$ cat src/rtl/eeprom_pkg.sv
// Shared encodings for the AT25010 access sequencer: command types,
// status register bit positions and the sequencer state enum.
package eeprom_pkg;

    localparam logic [2:0] CMD_WREN  = 3'd0;
    localparam logic [2:0] CMD_WRDI  = 3'd1;
    localparam logic [2:0] CMD_RDSR  = 3'd2;
    localparam logic [2:0] CMD_WRSR  = 3'd3;
    localparam logic [2:0] CMD_READ  = 3'd4;
    localparam logic [2:0] CMD_WRITE = 3'd5;

    localparam int ST_WIP = 0;
    localparam int ST_WEL = 1;

    typedef enum logic [3:0] {
        S_IDLE,
        S_WREN_I,
        S_WREN_W,
        S_WR_I,
        S_WR_W,
        S_RDSR_I,
        S_RDSR_W,
        S_GAP,
        S_RD_I,
        S_RD_W,
        S_RESP
    } seq_state_t;

endpackage

$ cat src/rtl/rr_arbiter_2.sv
// Two-input round-robin arbiter. Contention goes to the index that did not
// win last; last_grant only moves when a grant is actually issued.
module rr_arbiter_2 (
    input  logic       clk_i,
    input  logic       rst_i,
    input  logic [1:0] req_i,
    input  logic       enable_i,
    output logic [1:0] grant_o
);

    logic last_grant_q;

    always_comb begin
        grant_o = 2'b00;
        if (enable_i) begin
            case (req_i)
                2'b01:   grant_o = 2'b01;
                2'b10:   grant_o = 2'b10;
                2'b11:   grant_o = last_grant_q ? 2'b01 : 2'b10;
                default: grant_o = 2'b00;
            endcase
        end
    end

    // Reset to 1 so requester A wins the first contention.
    always_ff @(posedge clk_i) begin
        if (rst_i) begin
            last_grant_q <= 1'b1;
        end else if (enable_i && (|req_i)) begin
            last_grant_q <= grant_o[1];
        end
    end

endmodule

$ cat src/rtl/eeprom_access_sequencer.sv
// Expands single-byte read/write requests from two requesters into AT25010
// command sequences (WREN/WRITE/RDSR polling, or READ) and returns one response each.
module eeprom_access_sequencer
    import eeprom_pkg::*;
#(
    parameter int POLL_GAP   = 16,
    parameter int MAX_POLLS  = 255,
    parameter int POLL_CNT_W = 8
) (
    input  logic        clk,
    input  logic        rst,
    input  logic [1:0]  req_valid,
    output logic [1:0]  req_ready,
    input  logic [1:0]  req_write,
    input  logic [13:0] req_addr,
    input  logic [15:0] req_wdata,
    output logic [1:0]  rsp_valid,
    output logic [7:0]  rsp_rdata,
    output logic        rsp_error,
    output logic        busy,
    output logic        cmd_valid,
    input  logic        cmd_ready,
    output logic [2:0]  cmd_type,
    output logic [6:0]  cmd_addr,
    output logic [7:0]  cmd_wdata,
    input  logic [7:0]  cmd_rdata,
    input  logic        cmd_done,
    input  logic        cmd_error
);

    localparam logic [POLL_CNT_W-1:0] MAX_POLLS_C = POLL_CNT_W'(MAX_POLLS);
    localparam logic [POLL_CNT_W-1:0] GAP_LAST_C  = POLL_CNT_W'(POLL_GAP - 1);

    seq_state_t            state_q;
    logic                  owner_q;
    logic [6:0]            addr_q;
    logic [7:0]            wdata_q;
    logic [POLL_CNT_W-1:0] poll_cnt_q;
    logic [POLL_CNT_W-1:0] poll_cnt_d;
    logic [POLL_CNT_W-1:0] gap_cnt_q;
    logic                  cmd_valid_q;
    logic [2:0]            cmd_type_q;
    logic [6:0]            cmd_addr_q;
    logic [7:0]            cmd_wdata_q;
    logic [1:0]            rsp_valid_q;
    logic [7:0]            rsp_rdata_q;
    logic                  rsp_error_q;
    logic                  busy_q;

    logic [1:0] grant;
    logic       gidx;
    logic [6:0] g_addr;
    logic [7:0] g_wdata;
    logic [1:0] owner_mask;

    rr_arbiter_2 u_arb (
        .clk_i    (clk),
        .rst_i    (rst),
        .req_i    (req_valid),
        .enable_i (state_q == S_IDLE),
        .grant_o  (grant)
    );

    assign gidx       = grant[1];
    assign g_addr     = gidx ? req_addr[13:7] : req_addr[6:0];
    assign g_wdata    = gidx ? req_wdata[15:8] : req_wdata[7:0];
    assign owner_mask = owner_q ? 2'b10 : 2'b01;
    assign poll_cnt_d = poll_cnt_q + 1'b1;

    always_ff @(posedge clk) begin
        if (rst) begin
            state_q     <= S_IDLE;
            owner_q     <= 1'b0;
            addr_q      <= '0;
            wdata_q     <= '0;
            poll_cnt_q  <= '0;
            gap_cnt_q   <= '0;
            cmd_valid_q <= 1'b0;
            cmd_type_q  <= CMD_WREN;
            cmd_addr_q  <= '0;
            cmd_wdata_q <= '0;
            rsp_valid_q <= 2'b00;
            rsp_rdata_q <= '0;
            rsp_error_q <= 1'b0;
            busy_q      <= 1'b0;
        end else begin
            rsp_valid_q <= 2'b00;
            case (state_q)
                S_IDLE: begin
                    if (|grant) begin
                        owner_q     <= gidx;
                        addr_q      <= g_addr;
                        wdata_q     <= g_wdata;
                        busy_q      <= 1'b1;
                        cmd_valid_q <= 1'b1;
                        cmd_wdata_q <= '0;
                        if (req_write[gidx]) begin
                            state_q    <= S_WREN_I;
                            cmd_type_q <= CMD_WREN;
                            cmd_addr_q <= '0;
                        end else begin
                            state_q    <= S_RD_I;
                            cmd_type_q <= CMD_READ;
                            cmd_addr_q <= g_addr;
                        end
                    end
                end
                S_WREN_I, S_WR_I, S_RDSR_I, S_RD_I: begin
                    if (cmd_ready) begin
                        cmd_valid_q <= 1'b0;
                        case (state_q)
                            S_WREN_I: state_q <= S_WREN_W;
                            S_WR_I:   state_q <= S_WR_W;
                            S_RDSR_I: state_q <= S_RDSR_W;
                            default:  state_q <= S_RD_W;
                        endcase
                    end
                end
                S_WREN_W, S_WR_W, S_RDSR_W, S_RD_W: begin
                    // Error wins over a simultaneous done and aborts the sequence.
                    if (cmd_error) begin
                        state_q     <= S_RESP;
                        rsp_valid_q <= owner_mask;
                        rsp_rdata_q <= '0;
                        rsp_error_q <= 1'b1;
                    end else if (cmd_done) begin
                        case (state_q)
                            S_WREN_W: begin
                                state_q     <= S_WR_I;
                                cmd_valid_q <= 1'b1;
                                cmd_type_q  <= CMD_WRITE;
                                cmd_addr_q  <= addr_q;
                                cmd_wdata_q <= wdata_q;
                            end
                            S_WR_W: begin
                                state_q     <= S_RDSR_I;
                                poll_cnt_q  <= '0;
                                cmd_valid_q <= 1'b1;
                                cmd_type_q  <= CMD_RDSR;
                                cmd_addr_q  <= '0;
                                cmd_wdata_q <= '0;
                            end
                            S_RDSR_W: begin
                                poll_cnt_q <= poll_cnt_d;
                                if (!cmd_rdata[ST_WIP]) begin
                                    state_q     <= S_RESP;
                                    rsp_valid_q <= owner_mask;
                                    rsp_rdata_q <= '0;
                                    rsp_error_q <= 1'b0;
                                end else if (poll_cnt_d == MAX_POLLS_C) begin
                                    state_q     <= S_RESP;
                                    rsp_valid_q <= owner_mask;
                                    rsp_rdata_q <= '0;
                                    rsp_error_q <= 1'b1;
                                end else begin
                                    state_q   <= S_GAP;
                                    gap_cnt_q <= '0;
                                end
                            end
                            default: begin
                                state_q     <= S_RESP;
                                rsp_valid_q <= owner_mask;
                                rsp_rdata_q <= cmd_rdata;
                                rsp_error_q <= 1'b0;
                            end
                        endcase
                    end
                end
                S_GAP: begin
                    if (gap_cnt_q == GAP_LAST_C) begin
                        state_q     <= S_RDSR_I;
                        cmd_valid_q <= 1'b1;
                    end else begin
                        gap_cnt_q <= gap_cnt_q + 1'b1;
                    end
                end
                S_RESP: begin
                    state_q <= S_IDLE;
                    busy_q  <= 1'b0;
                end
                default: begin
                    state_q     <= S_IDLE;
                    busy_q      <= 1'b0;
                    cmd_valid_q <= 1'b0;
                end
            endcase
        end
    end

    assign req_ready = grant;
    assign rsp_valid = rsp_valid_q;
    assign rsp_rdata = rsp_rdata_q;
    assign rsp_error = rsp_error_q;
    assign busy      = busy_q;
    assign cmd_valid = cmd_valid_q;
    assign cmd_type  = cmd_type_q;
    assign cmd_addr  = cmd_addr_q;
    assign cmd_wdata = cmd_wdata_q;

endmodule
$ cat config.mk
export PLATFORM = sky130hd
export DESIGN_NAME = eeprom_access_sequencer
export DESIGN_NICKNAME = d
export VERILOG_FILES = /design/src/rtl/eeprom_pkg.sv /design/src/rtl/rr_arbiter_2.sv /design/src/rtl/eeprom_access_sequencer.sv
export SDC_FILE = /design/constraint.sdc
export NUM_CORES = 1
export LEC_CHECK = 0
export ABC_CLOCK_PERIOD_IN_PS = 6010
export BUFFER_PORTS_ARGS = -buffer_cell sky130_fd_sc_hd__buf_2
export CAP_MARGIN = 20
export CORE_UTILIZATION = 57
export CTS_CLUSTER_SIZE = 28
export DETAILED_ROUTE_END_ITERATION = 8
export GPL_ROUTABILITY_DRIVEN = 0
export PLACE_DENSITY = 0.83
export REMOVE_ABC_BUFFERS = 1
export SYNTH_ARGS = -nofsm -noshare
export SYNTH_HDL_FRONTEND = slang
export SYNTH_SLANG_ARGS = --single-unit
$ cat constraint.sdc
create_clock -name clk -period 6.01 [get_ports clk]
set_clock_uncertainty 0.15 [all_clocks]
set_input_delay 0.3005 -clock clk [delete_from_list [all_inputs] [get_ports clk]]
set_output_delay 0.3005 -clock clk [all_outputs]
set_load 0.01 [all_outputs]
Word level (Yosys, flattened, before mapping)
Index checks and enable logic that the tools add are counted.
{"block": "word_totals", "regBits": 68, "inputBits": 47, "latch_bits": 0, "n_memories": 0, "ram_bits": 0, "wordCells": 139, "out_inout_bits": 33, "romBits": 0}
{"block": "op_classes", "bitwise_logic": 4, "addsub": 2, "multipliers": 0, "shift": 0, "n_div": 0, "muxes": 67, "eq_ne": 29, "reduce_logical": 21, "n_lt_le_gt_ge": 1}
{"cell": "two-way mux 8 bit", "n": 14}
{"cell": "one-hot mux 8 bit (2 select lines)", "n": 5}
{"cell": "two-way mux 7 bit", "n": 5}
{"cell": "two-way mux 4 bit", "n": 8}
{"cell": "one-hot mux 7 bit (2 select lines)", "n": 2}
{"cell": "one-hot mux 4 bit (3 select lines)", "n": 2}
{"cell": "inequality test 2 bit (second input constant)", "n": 10}
{"cell": "adder 8 x 1 -> 8 bit (second input constant)", "n": 2}
{"cell": "equality test 4 x 3 -> 1 bit (second input constant)", "n": 4}
{"cell": "one-hot mux 4 bit (4 select lines)", "n": 1}
{"cell": "two-way mux 2 bit", "n": 7}
{"cell": "AND reduction 7 bit", "n": 2}
{"cell": "equality test 4 bit (second input constant)", "n": 3}
{"cell": "two-way mux 1 bit", "n": 12}
{"cell": "two-way mux 3 bit", "n": 4}
{"cell": "one-hot mux 3 bit (2 select lines)", "n": 2}
{"cell": "AND reduction 4 bit", "n": 3}
{"cell": "OR reduction 9 bit", "n": 1}
{"cell": "equality test 4 x 2 -> 1 bit (second input constant)", "n": 2}
{"cell": "equality test 8 x 4 -> 1 bit (second input constant)", "n": 1}
{"cell": "equality test 8 bit (second input constant)", "n": 1}
{"cell": "nonzero test 2 bit", "n": 4}
{"cell": "OR reduction 2 bit", "n": 4}
{"cell": "OR reduction 4 bit", "n": 2}
{"cell": "16 further kinds", "n": 23}

Logic depth before layout (Yosys ltp)
Gate-level depths: netlist (run 1).
{"block": "logic_depth", "depth_word": 8, "mapped_depth": 9, "ltp_nobuf": 7}

Modules after synthesis
Synthesis (run 1) repeated with hierarchy kept, for this count alone.
{"block": "hier_totals", "cells_unflattened": 386, "hier_area_um2": 3228.1}
{"module": "eeprom_access_sequencer", "area_each_um2": 3169.3, "seq_area_each_um2": 1341.3, "n_inst": 1, "cells_per_inst": 378}
{"module": "rr_arbiter_2", "area_each_um2": 58.8, "seq_area_each_um2": 20.0, "n_inst": 1, "cells_per_inst": 8}

Least setup slack after synthesis (run 1)
Ideal clock, no wire load.
{"block": "synth_timing", "kind": "register -> register", "startpoint": "register poll_cnt_q[0]", "endpoint": "register rsp_rdata_q[0], in the netlist rsp_rdata[0]", "path_buffers": 0, "setup_ns": 0.117, "slack_ns": 3.714, "stages_incl_launch_ff": 7, "period_less_slack_ns": 2.296, "t_required_ns": 5.743, "t_arrival_ns": 2.029, "cell_sequence": "dfxtp_1 nand2_2 or4_4 a221oi_4 nand2_2 o311a_4 a22o_1"}
{"block": "synth_between", "elab_chain_len": 4}
{"item": "from (decl)", "line": "eeprom_access_sequencer.sv:38", "text": "logic [POLL_CNT_W-1:0] poll_cnt_q;"}
{"item": "from (signal assigned)", "line": "eeprom_access_sequencer.sv:144", "text": "poll_cnt_q <= poll_cnt_d;"}
{"item": "adder 8 x 1 -> 8 bit", "line": "eeprom_access_sequencer.sv:68", "text": "assign poll_cnt_d = poll_cnt_q + 1'b1;"}
{"item": "equality test 8 bit", "line": "eeprom_access_sequencer.sv:150", "text": "end else if (poll_cnt_d == MAX_POLLS_C) begin"}
{"item": "inequality test 4 bit (no line)"}
{"item": "AND reduction 4 bit (no line)"}
{"item": "to (signal assigned)", "line": "eeprom_access_sequencer.sv:163", "text": "rsp_rdata_q <= cmd_rdata;"}
{"item": "to (decl)", "line": "eeprom_access_sequencer.sv:46", "text": "logic [7:0] rsp_rdata_q;"}
No other way between the ends.
A chain may end at the register's enable or synchronous reset.

Worst setup path in the final report (run 1)
{"block": "layout_timing", "startpoint": "register state_q[0]", "endpoint": "output port req_ready[0]"}
{"block": "layout_between", "elab_chain_len": 2}
{"item": "from (decl)", "line": "eeprom_access_sequencer.sv:34", "text": "seq_state_t state_q;"}
{"item": "from (signal assigned)", "line": "eeprom_access_sequencer.sv:72", "text": "state_q <= S_IDLE;"}
{"item": "from (signal assigned)", "line": "eeprom_access_sequencer.sv:98", "text": "state_q <= S_WREN_I;"}
{"item": "from (signal assigned)", "line": "eeprom_access_sequencer.sv:102", "text": "state_q <= S_RD_I;"}
{"item": "logical NOT 4 bit", "line": "eeprom_access_sequencer.sv:60", "text": ".enable_i (state_q == S_IDLE),"}
{"item": "two-way mux 2 bit", "line": "rr_arbiter_2.sv:15", "text": "if (enable_i) begin"}
{"item": "to (decl)", "line": "eeprom_access_sequencer.sv:13", "text": "output logic [1:0] req_ready,"}
No other way between the ends.

==> results by group, run 1 <==
Clock tree
  • CTS Sinks: ~70
  • CTS Buffer Depth: 2
  • TritonCTS Buffers: 9
  • Root buf cell: clkbuf_8
  • Worst skew pair latency: 0.36 ns
  • CTS H-Tree Depth: 3
  • Post-CTS resize count: 0
  • Clk slew on worst S/H paths: roughly 0.080 ns
  • Setup bufs post-CTS: 0
  • CTS tree: yes
  • Post-CTS Hold Buffers: 0

STA
  • Worst-margin pin slew: between 0.8 and 0.9 ns
  • Final Hold Fails: 0
  • Count of pins over their slew limit: 0
  • Min Hold Slack: 0.0122 ns
  • Worst rel slew slack: between 40% and 50%
  • Fmax: around 0.38 GHz
  • Crit share post-route: approximately 44%
  • Final setup violation count: 0
  • RSZ-0062 raised after global routing: no
  • Setup_tns: 0 ns
  • Final min period: around 2.6 ns

Yosys
  • EDFF count, synth: 0
  • Area of the mapped netlist: approximately 0.0033 sq mm
  • Post-Syn Instances: about 390
  • #FFs+latches synth: 68
  • Async set or reset register ratio after synthesis: 0%
  • YS warnings: 0
  • Post-synth cell types: a little under 60
  • Register area share after synthesis: between 40% and 50%
  • Avg Inst Size Synth: around 8.5 sq um
  • Synth Flop Type: dfxtp_1

Floorplanning
  • Width of the die: approximately 78 um
  • Io pins: 80
  • Initial Util: 59.7%
  • Die area: 0.00611 sq mm
  • Die height: slightly below 80 um
  • Total core area: 0.00554 sq mm
  • Row cnt: 27

Finish
  • Area growth, synth to finish: 21.0%
  • Layout Nets: 508
  • Register area: 0.00136 sq mm
  • Share of layout cells above drive strength 1: 25.7%
  • Fill cells: 462
  • Non-filler cells, final: 535
  • Util after Layout: roughly 72%
  • Multi-input logic area: between 0.0015 and 0.002 sq mm
  • Diode count: 0

Route
  • Antenna-violating nets left: 0
  • DRT iter0 DRCs: approximately 330
  • Post-DR vias/cell: approximately 6
  • Drt drc: 0
  • Routed WL: ~8.0 mm
  • DRT Pass-1 Iters: 5
  • Vias: 3271
  • Routed length per instance: 15.0 um

Power and ir drop
  • Worst vdd ir: roughly 0.00029 V
  • Comb pwr share: between 30% and 40%
  • Pleak: 1.62 nW
  • Internal: 1.07 mW
  • Sw frac: roughly 37%
  • Power per cell area: roughly 420 mW/mm^2
  • Switching Power: 0.622 mW
  • Clock share of power: between 20% and 30%
  • Part of the power in registers: approximately 37%
  • Tot Pwr: ~1.7 mW

Worst setup path
  • Reg2Reg Setup Slack: 3.47 ns
  • Worst Path Arrival: 2.18 ns
  • Crit path max fanout: 25
  • CP endpoint kind: output pin
  • Crit Path Class: reg2out
  • Worst Setup Start Kind: flip-flop
  • Reg-to-Reg End: state_q[0]$_SDFFE_PP0P_
  • Reg2reg path depth: 6
  • Worst R2R Start: state_q[2]$_SDFFE_PP0P_
  • Critical Path RT: roughly 5.6 ns
  • Launch point of the worst path: state_q[0]$_SDFFE_PP0P_

GRT
  • Total track usage: about 28%
  • First-pass GRT wire length: approximately 13 mm
  • Initial antenna violation count: 0
  • Remaining global-route overflow: 0
  • Vias in the first global route: between 2000 and 3000
  • Pin count of the biggest net entering global routing: 58

Hold path
  • WHS Path Cells: 2
  • Worst Hold Launch: cmd_rdata[3]
  • Hold Crit Class: in2reg
  • Worst Hold Path EP: rsp_rdata[3]$_SDFFE_PP0P_

Flow run
  • MaxCap Viol Count: 0

Placed design
  • HPWL Detailed: approximately 5.3 mm
  • PortBufs: 79
  • Placed cells: 518

Status
  • Status: finished, final reports clean
## worst max path at each step
| stage | end | slack (ns) | depth (start not counted) |
|---|---|---|---|
| 2_1_floorplan | cmd_addr[0]$_SDFFE_PP0P_ | 2.00 | 6 |
| 3_3_place_gp | rsp_rdata[1]$_SDFFE_PP0P_ | 3.56 | 6 |
| 3_5_place_dp | cmd_wdata[6]$_SDFFE_PP0P_ | 3.48 | 5 |
| 4_1_cts | req_ready[0] | 3.39 | 5 |
| 5_1_grt | req_ready[0] | 3.30 | 5 |
| 6_report | req_ready[0] | 3.38 | 5 |
## layer usage
metal	wire [um]	GRT usage [%]	part of all wire, %	vias to the layer above
li1	-	-	-	1575
met1	3490	34.8	44	1550
met2	3770	43.8	47	131
met3	585	7.33	7.3	15
met4	161	13.3	2.0	0
met5	0	0	0	-
## cells in the mapped netlist (all sizes together), types with 3 or more instances
library cell	instances	area (sq um)
a211oi	11	103
a21oi	45	225
a22o	8	70.1
a22oi	9	67.6
a2bb2oi	7	61.3
a311oi	3	32.5
and2	3	18.8
and3	5	31.3
clkbuf	23	86.3
dfxtp	68	1360
ha	3	37.5
inv	7	26.3
mux2i	11	110
nand2	41	159
nand3	10	55.1
nand3b	3	22.5
nor2	36	135
nor2b	3	18.8
nor3	6	30.0
nor3b	3	22.5
nor4	4	31.3
o211ai	3	22.5
o21a	4	30.0
o21ai	22	110
o221ai	8	70.1
or3	3	18.8
or4	3	26.3
## registers in the layout, indices dropped and copies added (netlist names)
name / count
state_q: 4
wdata_q: 8
cmd_valid: 1
cmd_addr: 7
owner_q: 1
addr_q: 7
rsp_valid: 2
cmd_type: 3
poll_cnt_q: 8
u_arb.last_grant_q: 1
rsp_rdata: 8
rsp_error: 1
cmd_wdata: 8
busy: 1
gap_cnt_q: 8
## area by class of cell
class / instances / share of cell area [%]
clock buffer: 10 / 3.44
sequential: 68 / 34.0
tap: 72 / 2.25
timing repair buffer: 84 / 10.9
clock inverter: 6 / 2.78
multi-input combinational: 288 / 45.9
inverter: 7 / 0.657
## cell families (layout without fill, tap and decap cells)
kind of cell             after synthesis  after routing  share of synthesized area [%]
AO/OA/AOI/OAI                        138            138                           29.4
multiplexers                          11             11                           3.33
XOR/XNOR                               2              2                          0.530
flip-flops                            68             68                           41.2
adder cells (fa/ha/maj)                3              3                           1.14
AND/OR/NAND/NOR                      134            134                           20.5
buffers and inverters                 32            107                           3.90
## stage by stage
| step | instance area, sq um | setup slack, ns |
|---|---|---|
| after floorplan | 3200 | 2.00 |
| after global placement | 3740 | 3.56 |
| after detailed placement | 3740 | 3.48 |
| after CTS | 3990 | 3.39 |
| after global routing | 4000 | 3.30 |
| final | 4000 | 3.38 |
## placed cells by master, fill, tap and decap left out, types with 4 or more instances in the layout
master,Yosys,routed
and3_1,5,5
inv_1,7,7
a21oi_1,45,45
dfxtp_1,68,68
nor2_1,36,36
o221ai_1,8,8
mux2i_1,11,11
buf_4,0,4
a211oi_2,4,4
nand3_1,9,9
a22o_1,8,8
nor3_1,6,6
o21ai_0,22,22
a211oi_1,7,7
buf_2,1,79
o21a_1,4,4
clkbuf_8,0,10
a22oi_1,9,9
a2bb2oi_1,7,7
nand2_1,39,39
## critical path, stage by stage (launching register included)
cell     delay (ns)
dfxtp_1        0.51
or2_1          0.47
nor4_4         0.25
buf_4          0.30
and2_1         0.16
buf_2          0.12
## power by group through the flow
stage	combinational (mW)	sequential [mW]	clock (mW)
floorplan	0.400	0.623	0
global placement	0.572	0.627	0
detailed placement	0.586	0.632	0
CTS	0.594	0.623	0.471
global route	0.655	0.637	0.495
finish	0.599	0.625	0.468
Note: power is estimated with default switching activity, not from simulation.
==> run 2: changes to the inputs <==
ABC_CLOCK_PERIOD_IN_PS = 2300   (was 6010)
CORE_UTILIZATION = 48   (was 57)
PLACE_DENSITY = 0.75   (was 0.83)
clock period = 2.3 ns   (was 6.01 ns; I/O delays follow)
==> run 2 against run 1 <==
Against the previous run: first-iteration DRC count is 32% lower; worst setup slack worse by 3.3 ns; power grew to 2.7 times the previous value; die area is 18% higher; critical endpoint is now rsp_rdata[1]$_SDFFE_PP0P_; sequential power grew to 2.5 times the previous value; highest routed layer unchanged; combinational power grew to 3.2 times the previous value; sequential share of layout area is 3.7 points lower; global-route usage is 0.13 points lower; utilization is 2.9 points lower; via count is 8.6% higher.
==> results by group, run 2 (synthesized netlist as in run 1, its figures left out) <==
STA
  • Final min period: between 2 and 2.5 ns
  • Crit share post-route: 97.8%
  • Worst rel slew slack: 65.7%
  • Worst-margin pin slew: around 0.50 ns
  • Final setup violation count: 0
  • Count of pins over their slew limit: 0
  • Fmax: ~0.44 GHz
  • RSZ-0062 raised after global routing: yes
  • Final Hold Fails: 0

Power and ir drop
  • Part of the power in registers: between 30% and 40%
  • Pleak: ~1.9 nW
  • Internal: 2.82 mW
  • Clock share of power: between 20% and 30%
  • Comb pwr share: a little over two fifths
  • Sw frac: between 30% and 40%
  • Worst vdd ir: about 0.00067 V
  • Tot Pwr: 4.55 mW
  • Power per cell area: just over 1000 mW/mm^2
  • Switching Power: between 1.5 and 2 mW

GRT
  • Total track usage: 27.5%
  • Vias in the first global route: between 3000 and 4000
  • Initial antenna violation count: 0
  • Pin count of the biggest net entering global routing: 46
  • First-pass GRT wire length: 15.8 mm
  • Remaining global-route overflow: 0

Placed design
  • HPWL Detailed: 6.13 mm
  • Placed cell area: ~0.0040 sq mm
  • PortBufs: 79

Worst setup path
  • Worst Setup Start Kind: flip-flop
  • Most used cell, CP: nand2_2
  • Crit-path leading delay family: compound AO/OA/AOI/OAI gates
  • Buf+Inv Stages, Crit Path: 0
  • Reg2reg path depth: 6
  • Critical Path Max Stage Delay: roughly 0.54 ns
  • Crit Path Class: reg2reg
  • Critical Path RT: between 2 and 2.5 ns
  • Crit path max fanout: 8
  • CP endpoint kind: flip-flop
  • CP max-delay cell: or4_4
  • Worst path depth: 6
  • Worst-path cell chain: nand2_2, or4_4, a221oi_4, nand2_2, o311a_4, a22o_1
  • Worst Path Arrival: 2.34 ns

Route
  • DRT iter0 DRCs: 222
  • Routed WL: roughly 9.6 mm
  • DRT Pass-1 Iters: 6
  • Post-DR vias/cell: around 5.9
  • Routed length per instance: 16.1 um
  • Drt drc: 0
  • Antenna-violating nets left: 0
  • Vias: 3553

Hold path
  • WHS Path Cells: 3
  • Hold Crit Class: in2reg

Floorplanning
  • Die area: 0.00723 sq mm
  • Io pins: 80
  • Die height: between 80 and 90 um
  • Width of the die: between 80 and 90 um
  • Total core area: 0.00649 sq mm
  • Row cnt: 29
  • Initial Util: between 50% and 60%

Finish
  • Most common cell after layout, fill and taps aside: buf_2
  • Layout Nets: 566
  • Diode count: 0
  • Area growth, synth to finish: 36.1%
  • Design area: 0.00450 sq mm
  • Most frequent cells in the layout: buf_2 (80), dfxtp_1 (66), a21oi_1 (45)
  • Share of layout cells above drive strength 1: 29.9%

Clock tree
  • CTS tree: yes
  • Worst skew pair latency: between 0.3 and 0.4 ns
  • CTS Buffer Depth: 2
  • CTS Sinks: 68
  • TritonCTS Buffers: 9
  • CTS H-Tree Depth: 3
  • Clk slew on worst S/H paths: ~0.08 ns
  • Root buf cell: clkbuf_8

Flow run
  • MaxCap Viol Count: 0

Status
  • Status: finished, final reports clean
## run 2: changes by cell type in the layout (fill, tap and decap cells not counted), sizes merged
cell	previous run	this run
buf	84	116
bufinv	3	2
clkbuf	10	9
clkinv	2	4
dlygate4sd3	0	26
## run 2: power groups by stage
stage	registers, mW	logic (mW)	clock network [mW]
finish	1.57	1.89	1.08
global route	1.59	2.06	1.15
CTS	1.56	1.81	1.09
detailed placement	1.58	1.76	0
global placement	1.57	1.72	0
floorplan	1.63	1.05	0
## run 2: per-layer routing
| metal | part of all wire [%] | track usage (%) | vias to the layer above |
|---|---|---|---|
| li1 | - | - | 1697 |
| met1 | 42 | 34.2 | 1683 |
| met2 | 50 | 46.3 | 152 |
| met3 | 6.0 | 7.20 | 21 |
| met4 | 2.1 | 9.24 | 0 |
| met5 | 0 | 0 | - |
## run 2: path summary, 6_finish.rpt
| path | slack [ns] | start | end |
|---|---|---|---|
| worst min register to register | 0.31 | wdata_q[5]$_SDFFE_PP0P_ | wdata_q[5]$_SDFFE_PP0P_ |
| worst min-delay path | 0.02 | req_addr[2] | addr_q[2]$_SDFFE_PP0P_ |
| worst max register to register | 0.05 | poll_cnt_q[0]$_SDFFE_PP0P_ | rsp_rdata[1]$_SDFFE_PP0P_ |
| worst max-delay path | 0.05 | poll_cnt_q[0]$_SDFFE_PP0P_ | rsp_rdata[1]$_SDFFE_PP0P_ |
## run 2: through the flow
step | TNS, ns | cells | hold WS (ns) | worst slack, ns | util, %
after floorplan | -38.31 | 363 | 0.0296 | -1.71 | -
after global placement | 0 | 553 | 0.181 | 0.0199 | 61.3
after detailed placement | -0.0999 | 553 | 0.191 | -0.0236 | 61.3
after CTS | 0 | 595 | 0.00533 | 0.0145 | 68.7
after global routing | -0.327 | 598 | 0.0370 | -0.0603 | 69.3
final | 0 | 598 | 0.0196 | 0.0509 | 69.3
## run 2: layout make-up
type / instances / area (sq um)
Timing Repair Buffer: 142 / 947
Inverter: 7 / 26.3
Fill cell: 505 / 2000
Multi-Input combinational cell: 288 / 1850
Sequential cell: 68 / 1360
Clock inverter: 7 / 91.3
Clock buffer: 9 / 124
Tap cell: 77 / 96.3
## run 2: repair_timing
item	in CTS	in global routing
hold buffers	26	0
setup buffers	0	2
pin swaps	2	1
hold endpoints to repair	19	0
cloned	0	1
setup endpoints to repair	9	31
gates resized for setup	2	7
## run 2: worst reg2reg max path: stages, from the launching register on
cell	delay (ns)
dfxtp_2	0.36
nand2_2	0.06
or4_4	0.54
a221oi_4	0.32
nand2_2	0.15
o311a_4	0.38
a22o_1	0.19
==> run 3: changes to the inputs <==
ABC_CLOCK_PERIOD_IN_PS = 2200   (was 2300)
CORE_MARGIN = 8   (was unset)
CORE_UTILIZATION = 53   (was 48)
PLACE_DENSITY = 0.78   (was 0.75)
clock period = 2.2 ns   (was 2.3 ns; I/O delays follow)
==> run 3 against run 2 <==
Against the previous run: the run now ends with setup timing left; clock-buffer cell count up 4; critical path depth unchanged; die area up 25%; first-iteration DRC count up 45%; utilization up 6.9 points; clock power down 10%; design area up 1.4%; via count unchanged; final cell count up 0.84%; critical endpoint is now rsp_rdata[0]$_SDFFE_PP0P_; highest routed layer unchanged.
==> results by group, run 3 (synthesized netlist as in run 1, its figures left out) <==
STA
  • Worst rel slew slack: a little over two thirds
  • Worst-margin pin slew: about 0.45 ns
  • RSZ-0062 raised after global routing: yes
  • Worst setup margin: -0.0260 ns
  • Min Hold Slack: ~0.017 ns
  • Final Hold Fails: 0
  • Final min period: 2.23 ns
  • Count of pins over their slew limit: 0
  • Crit share post-route: 101%
  • Fmax: 0.449 GHz
  • Setup_tns: -0.116 ns
  • Final setup violation count: 8

Worst setup path
  • Critical Path Max Stage Delay: ~0.53 ns
  • CP max-delay cell: or4_4
  • Critical Path RT: around 2.3 ns
  • Crit Path Class: reg2reg
  • Buf+Inv Stages, Crit Path: 0
  • Crit path max fanout: 8
  • Worst-path cell chain: nand2_4, or4_4, a221oi_4, nand2_2, o311a_4, a22o_1
  • Worst Setup Start Kind: flip-flop
  • Worst Path Arrival: 2.31 ns
  • CP endpoint kind: flip-flop
  • Crit-path leading delay family: compound AO/OA/AOI/OAI gates

Floorplanning
  • Die area: 0.00902 sq mm
  • Die height: between 90 and 100 um
  • Row cnt: 28
  • Total core area: ~0.006 sq mm
  • Initial Util: about 55%
  • Io pins: 80
  • Width of the die: around 95 um

Power and ir drop
  • Part of the power in registers: 35.0%
  • Clock share of power: about a fifth
  • Pleak: 1.93 nW
  • Power per cell area: around 1000 mW/mm^2
  • Comb pwr share: between 40% and 50%
  • Switching Power: approximately 1.8 mW
  • Worst vdd ir: around 0.00099 V
  • Sw frac: between 30% and 40%
  • Tot Pwr: around 4.7 mW
  • Internal: about 2.9 mW

GRT
  • Remaining global-route overflow: 0
  • Total track usage: around 23%
  • Vias in the first global route: between 3000 and 4000
  • Initial antenna violation count: 0
  • Pin count of the biggest net entering global routing: 41
  • First-pass GRT wire length: between 15 and 20 mm

Route
  • DRT Pass-1 Iters: 5
  • Routed length per instance: between 15 and 20 um
  • Antenna-violating nets left: 0
  • Vias: 3553
  • Drt drc: 0
  • DRT iter0 DRCs: 322
  • Post-DR vias/cell: approximately 5.9
  • Routed WL: 10.1 mm

Finish
  • Non-filler cells, final: between 600 and 700
  • Design area: about 0.0046 sq mm
  • Util after Layout: around three quarters
  • Most frequent cells in the layout: buf_2 (79), dfxtp_1 (61), buf_4 (46)
  • Area growth, synth to finish: 37.9%
  • Most common cell after layout, fill and taps aside: buf_2
  • Layout Nets: around 570
  • Share of layout cells above drive strength 1: roughly 33%
  • Diode count: 0

Placed design
  • Placed cell area: just over 0.004 sq mm
  • HPWL Detailed: 6.79 mm
  • PortBufs: about 80
  • Pre-CTS setup slack: -0.143 ns
  • Placed cells: around 560

Clock tree
  • CTS tree: yes
  • CTS H-Tree Depth: 3
  • TritonCTS Buffers: 9
  • CTS Sinks: between 60 and 70
  • Root buf cell: clkbuf_8
  • Worst skew pair latency: approximately 0.34 ns
  • CTS Buffer Depth: 2
  • Clk slew on worst S/H paths: about 0.070 ns

Status
  • Status: finished, violations left
  • Failing checks: setup timing

Hold path
  • Hold Crit Class: in2reg

Flow run
  • MaxCap Viol Count: 0
[run 3: cell types whose count changed in the layout (fill, tap and decap cells not counted), sizes merged]
cell | before | now
bufinv | 2 | 0
buf | 116 | 128
clkinv | 4 | 1
dlygate4sd3 | 26 | 21
clkbuf | 9 | 13
clkinvlp | 1 | 2
[run 3: power groups by stage]
| stage | clock (mW) | combinational, mW | sequential [mW] |
|---|---|---|---|
| finish | 0.967 | 2.08 | 1.64 |
| global route | 1.03 | 2.26 | 1.68 |
| CTS | 0.976 | 2.00 | 1.63 |
| detailed placement | 0 | 1.92 | 1.66 |
| global placement | 0 | 1.87 | 1.65 |
| floorplan | 0 | 1.09 | 1.70 |
[run 3: cell type report]
cell class                 instances  area (sq um)
multi-input combinational        288          1880
fill                             410          1430
sequential                        68          1380
timing repair buffer             149           993
clock buffer                      13           169
tap                               75          93.8
inverter                           7          26.3
clock inverter                     3          20.0
[run 3: worst register-to-register path, delay by kind of cell (launching register included)]
kind | cells | cell delay [ns]
AND/OR/NAND/NOR | 3 | 0.73
AO/OA/AOI/OAI | 3 | 0.87
flip-flops | 1 | 0.37
[run 3: repair_timing]
item | CTS | global route
endpoints found under the hold margin | 16 | 0
hold buffers | 21 | 0
setup buffers | 3 | 1
gates resized for setup | 9 | 14
endpoints found under the setup margin | 19 | 28
pin swaps | 3 | 6
[run 3: layer usage]
layer | up-vias | share of wire (%) | track usage (%)
met3 | 16 | 6.3 | 6.59
met2 | 137 | 50 | 37.6
met4 | 0 | 1.8 | 7.80
li1 | 1706 | - | -
met1 | 1694 | 42 | 26.9
met5 | - | 0 | 0
[run 3: worst paths after layout]
check / depth (start not counted) / slack [ns] / to / start
setup reg to reg: 6 / -0.03 / rsp_rdata[0]$_SDFFE_PP0P_ / poll_cnt_q[0]$_SDFFE_PP0P_
setup / recovery: 6 / -0.03 / rsp_rdata[0]$_SDFFE_PP0P_ / poll_cnt_q[0]$_SDFFE_PP0P_
hold / removal: 3 / 0.02 / addr_q[4]$_SDFFE_PP0P_ / req_addr[4]
hold reg to reg: 2 / 0.31 / cmd_addr[2]$_SDFFE_PP0P_ / addr_q[2]$_SDFFE_PP0P_
